$ cat src/rtl/loadable_down_counter.sv
// Programmable down-counter/timer: loads a start value, decrements on each enabled
// clock, pulses done at terminal count and optionally reloads for periodic operation.
module loadable_down_counter #(
  parameter int WIDTH = 4
) (
  input  logic             clk,
  input  logic             rst,
  input  logic             load,
  input  logic [WIDTH-1:0] din,
  input  logic             x,
  input  logic             auto_reload,
  output logic [WIDTH-1:0] z,
  output logic             busy,
  output logic             done
);

  typedef enum logic [1:0] {
    IDLE = 2'b00,
    RUN  = 2'b01
  } state_t;

  localparam logic [WIDTH-1:0] ZERO = '0;
  localparam logic [WIDTH-1:0] ONE  = WIDTH'(1);

  state_t           state_r;
  state_t           state_s;
  logic [WIDTH-1:0] z_r;
  logic [WIDTH-1:0] z_s;
  logic [WIDTH-1:0] reload_r;
  logic [WIDTH-1:0] reload_s;
  logic             busy_r;
  logic             busy_s;
  logic             done_r;
  logic             done_s;

  // Next-state and next-output decode; load overrides everything else.
  always_comb begin
    state_s  = state_r;
    z_s      = z_r;
    reload_s = reload_r;
    done_s   = 1'b0;
    if (load) begin
      z_s      = din;
      reload_s = din;
      if (din != ZERO) begin
        state_s = RUN;
      end else begin
        state_s = IDLE;
      end
    end else begin
      case (state_r)
        IDLE: begin
          state_s = IDLE;
        end
        RUN: begin
          if (x) begin
            if (z_r == ZERO) begin
              // Unreachable in normal operation; bail out without a done pulse.
              state_s = IDLE;
            end else if (z_r == ONE) begin
              done_s = 1'b1;
              if (auto_reload) begin
                z_s     = reload_r;
                state_s = RUN;
              end else begin
                z_s     = ZERO;
                state_s = IDLE;
              end
            end else begin
              z_s = z_r - ONE;
            end
          end else begin
            state_s = RUN;
          end
        end
        default: begin
          state_s = IDLE;
        end
      endcase
    end
    if (state_s == RUN) begin
      busy_s = 1'b1;
    end else begin
      busy_s = 1'b0;
    end
  end

  // State and output registers with asynchronous active-low clear.
  always_ff @(posedge clk or negedge rst) begin
    if (!rst) begin
      state_r  <= IDLE;
      z_r      <= ZERO;
      reload_r <= ZERO;
      busy_r   <= 1'b0;
      done_r   <= 1'b0;
    end else begin
      state_r  <= state_s;
      z_r      <= z_s;
      reload_r <= reload_s;
      busy_r   <= busy_s;
      done_r   <= done_s;
    end
  end

  assign z    = z_r;
  assign busy = busy_r;
  assign done = done_r;

endmodule

$ cat config.mk
export PLATFORM = sky130hd
export DESIGN_NAME = loadable_down_counter
export DESIGN_NICKNAME = d
export VERILOG_FILES = /design/src/rtl/loadable_down_counter.sv
export SDC_FILE = /design/constraint.sdc
export NUM_CORES = 1
export LEC_CHECK = 0
export ABC_AREA = 0
export CORE_UTILIZATION = 47
export CTS_CLUSTER_DIAMETER = 60
export DETAILED_ROUTE_END_ITERATION = 7
export HOLD_SLACK_MARGIN = 0.1
export PLACE_DENSITY = 0.81
export SLEW_MARGIN = 20
export SYNTH_ARGS = -nofsm -noshare
export SYNTH_HDL_FRONTEND = slang
export SYNTH_SLANG_ARGS = --single-unit
$ cat constraint.sdc
create_clock -name clk -period 1.71 [get_ports clk]
set_input_delay 0.171 -clock clk [delete_from_list [all_inputs] [get_ports clk]]
set_output_delay 0.171 -clock clk [all_outputs]
set_load 0.01 [all_outputs]
==> results <==
- The flow ran to the end, and the final reports show no timing, DRC or antenna violations.
- The sequential share of power is 45.5%.
- The cell with the largest stage delay on the worst path is clkdlybuf4s50_1.
- The post-route DRC violation count is 0.
- The number of cells on the worst reg-to-reg path is 5.
- The tool flagged a number of max-cap violations equal to 0.
- The worst setup skew after layout is around 0.0013 ns.
- The total routed wirelength is between 1000 and 1500 um.
- The floorplan die height is 39.7 um.
- The share of total power in combinational logic is between 20% and 30%.
- The cell at the root of the clock tree is clkbuf_4.
- TritonCTS built the clock tree.
- The detailed router finished its first iteration with 17 violations.
- The pin slew with the least headroom to its limit is 0.521 ns.
- The max-slew violation count came to 0.
- The HPWL reported at the end of detailed placement is 961 um.
- Synthesis handed over a netlist of 70 instances.
- The overall die area is approximately 0.0016 mm^2.
- Net switching is 29.0% of the power.
- The areal power density over the cells is 855 mW/mm^2.
- The analysis attributes to net switching a power of 0.214 mW.
- On the critical path the largest part of the delay comes from buffers and inverters.
- The iteration count of the initial detailed-routing pass is 4.
- Of the total power, the clock network draws 31.0%.
- The total setup buffers inserted after CTS is 0.
- The first global-routing pass estimated 2150 um of wire.
- Counting both buffers and inverters, the worst setup path holds a total of 1.
- The total number of H-tree levels is 1.
- Summed over all layers, the global routing overflow is 0.
- The final clock period utilization by the worst path is 90.0%.
- The clock edge transition at the registers on the reported setup and hold paths is around 0.080 ns.
- Of all nets on the critical path, the largest fanout is 6.
- The total count of hold-check failures in the final report came to 0.
- Yosys printed 0 warnings.
- The tightest slew margin relative to the limit is 65.2%.
- The number of vias after detailed routing is 552.
- Summing all placed instances gives a cell area of 823 um^2.
- The number of antenna violations at the first check in global routing is 0.
- Yosys attributes the largest share of cell area to dfrtp_1 45%, ha_1 5.6%, inv_1 5.1%.
- The maximum root-to-sink buffer count is 2.
- The number of clock buffers added by TritonCTS is 3.
- The clock latency of the later-clocked register in the worst-skew pair is 0.27 ns.
- The number of I/O port buffers is 14.
- The unique cell type count in the Yosys netlist is 28.
- Once placement completed, the tool counted placed cells totaling around 100.
- The initialized floorplan defines 13 standard-cell rows.
- The portion of the post-synthesis area used by sequential elements is a little under half.
- The clock period could shrink to between 1.5 and 2 ns.
- The final antenna diode count is 0.
- The fraction of synthesized cell area taken by the top area cell type is 45.0%.
- Setup violations remaining at the end of the flow were counted as 0.
- The library cell with the largest summed area after synthesis is dfrtp_1.
- Setup repair after global routing left no endpoint under its margin.
- The endpoint kind of the worst setup timing path is an output pin.
- The min-delay analysis places its worst path in the category input port to async pin.
- After routing, the total negative slack on setup checks comes to 0 ns.
- The mean post-synth cell area is 9.53 um^2.
- For this design the static power due to leakage is between 0.3 and 0.4 nW.
- The share of layout cells above drive strength 1 is 12.6%.
- The category of the most critical setup path is flop to output pin.
- In this run the horizontal extent of the chip is 39.7 um.
- The congestion estimate from routability-driven global placement came to about 0.8.
- The all-layer global routing usage is 21.1%.
- Once detail routing completed, the nets flagged for antenna violations numbered 0.
- The maximum frequency from static timing analysis is 650 MHz.
- Compared with the post-synthesis result, the final layout area differs by 29.3%.
- The internal portion of the total power is between 0.5 and 0.6 mW.
- The routed length per instance is approximately 13 um.
- The via count of the first global-routing pass is 507.
- The detail-routed via count per cell is 5.41.
- At the worst endpoint, the arrival time is 1.37 ns.
- The filler cell count in the final layout is 116.
- STA classifies the critical path startpoint as a flop.
- The endpoint of the worst-slack reg-to-reg timing path is z[0].
- The net count of the mapped netlist is 82.
- After routing the design area is ~860 um^2.
- The total number of nets in the final design is 100.
- The number of sinks handled by clock tree synthesis is 12.
- Walking the worst path, the cells encountered are clkdlybuf4s50_1.
- The initial utilization of the core area, before any placement, comes to between 50% and 60%.
- The post-synthesis instance area is between 600 and 700 um^2.
- The filler-free cell count of the finished design is 102.
- The standard cell core area is 0.00132 mm^2.
- The endpoint required time on the critical path is 1.54 ns.
- The top-level port count is 15.
- The worst register-to-register path begins at z[0].
- The worst register-to-register path has a setup slack of ~0.21 ns.
- The worst-case vdd ir drop is 0.000508 V.
- The largest net degree at the start of global routing is 16.
- The delay of the slowest cell on the worst path is 0.59 ns.
- In this run, synthesis produced a sequential element count of 12.
- The source of the critical timing path is z[2].
[routing by layer]
| metal | track usage, % | share of wire [%] | up-vias |
|---|---|---|---|
| met3 | 5.11 | 3.9 | 4 |
| met5 | 0 | 0 | - |
| met4 | 10.3 | 1.8 | 0 |
| met2 | 32.8 | 44 | 15 |
| met1 | 26.8 | 50 | 257 |
| li1 | - | - | 276 |
[cell type report]
cell class                      count  area (um^2)  share of cell area, %
Tap cell                           15         18.8                   2.18
Clock buffer                        4         36.3                   4.21
Timing Repair Buffer               15          148                   17.1
Multi-Input combinational cell     47          325                   37.7
Inverter                            9         33.8                   3.92
Sequential cell                    12          300                   34.8
[metrics by stage]
stage | worst slack [ns] | util [%] | hold WS, ns | power, mW
2_1_floorplan | 0.296 | - | -0.125 | 0.436
5_1_grt | 0.0581 | 65.4 | 0.285 | 0.771
4_1_cts | 0.163 | 65.2 | 0.255 | 0.736
3_3_place_gp | 0.229 | 62.5 | 0.471 | 0.508
3_5_place_dp | 0.177 | 62.5 | 0.479 | 0.512
6_report | 0.172 | 65.4 | 0.234 | 0.737
[power by group through the flow]
stage / sequential (mW) / combinational, mW / clock, mW
4_1_cts: 0.335 / 0.173 / 0.228
2_1_floorplan: 0.341 / 0.0940 / 0
6_report: 0.335 / 0.173 / 0.228
5_1_grt: 0.338 / 0.192 / 0.241
3_5_place_dp: 0.341 / 0.171 / 0
3_3_place_gp: 0.339 / 0.168 / 0
[cells in the mapped netlist (all sizes together)]
| library cell | count |
|---|---|
| nand4 | 3 |
| o211ai | 1 |
| o21ai | 3 |
| a31oi | 3 |
| inv | 9 |
| dfrtp | 12 |
| nor3b | 1 |
| nand3b | 1 |
| nand3 | 1 |
| and3b | 1 |
| nor2 | 6 |
| mux2i | 1 |
| nor4 | 2 |
| nor2b | 1 |
| and3 | 1 |
| ha | 3 |
| o31ai | 4 |
| nor3 | 2 |
| conb | 1 |
| buf | 2 |
| o2111a | 1 |
| a21oi | 3 |
| nand2b | 2 |
| nand2 | 6 |
[state kept, by name (all words and copies together), names as in the netlist]
| register | count |
|---|---|
| state_r | 2 |
| z | 4 |
| done | 1 |
| busy | 1 |
| reload_r | 4 |
[kinds of logic (layout without fill, tap and decap cells)]
family	after synthesis	count (layout)	share of synthesized area, %
simple gates	27	27	22.9
flops	12	12	45.0
buf+inv	11	28	6.57
compound gates	15	15	17.8
mux	1	1	1.50
other cells	1	1	0.562
fa+ha+maj	3	3	5.63
[placed cells by master, fill, tap and decap left out, types with 2 or more instances in the layout]
cell / synthesis / final
a21oi_1: 2 / 2
a31oi_1: 3 / 3
clkbuf_4: 0 / 3
clkdlybuf4s50_1: 0 / 14
dfrtp_1: 12 / 12
ha_1: 3 / 2
inv_1: 9 / 9
nand2_1: 6 / 6
nand2b_1: 2 / 2
nand4_1: 3 / 3
nor2_1: 5 / 5
nor4_1: 2 / 2
o21ai_1: 3 / 3
o31ai_1: 2 / 2
o31ai_2: 2 / 2
[repair_timing]
item / CTS / global route
hold buffers: 0 / 0
gates resized for setup: 0 / 1
endpoints found under the setup margin: 0 / 1
[worst max path at each step]
stage	slack [ns]	cells after the start	to
after detailed placement	0.18	6	state_r[0]
after global routing	0.06	6	z[0]
after floorplan	0.30	7	busy
after CTS	0.16	6	state_r[0]
after global placement	0.23	6	busy
final	0.17	1	z[2]
Power figures use the tool's default switching activity.
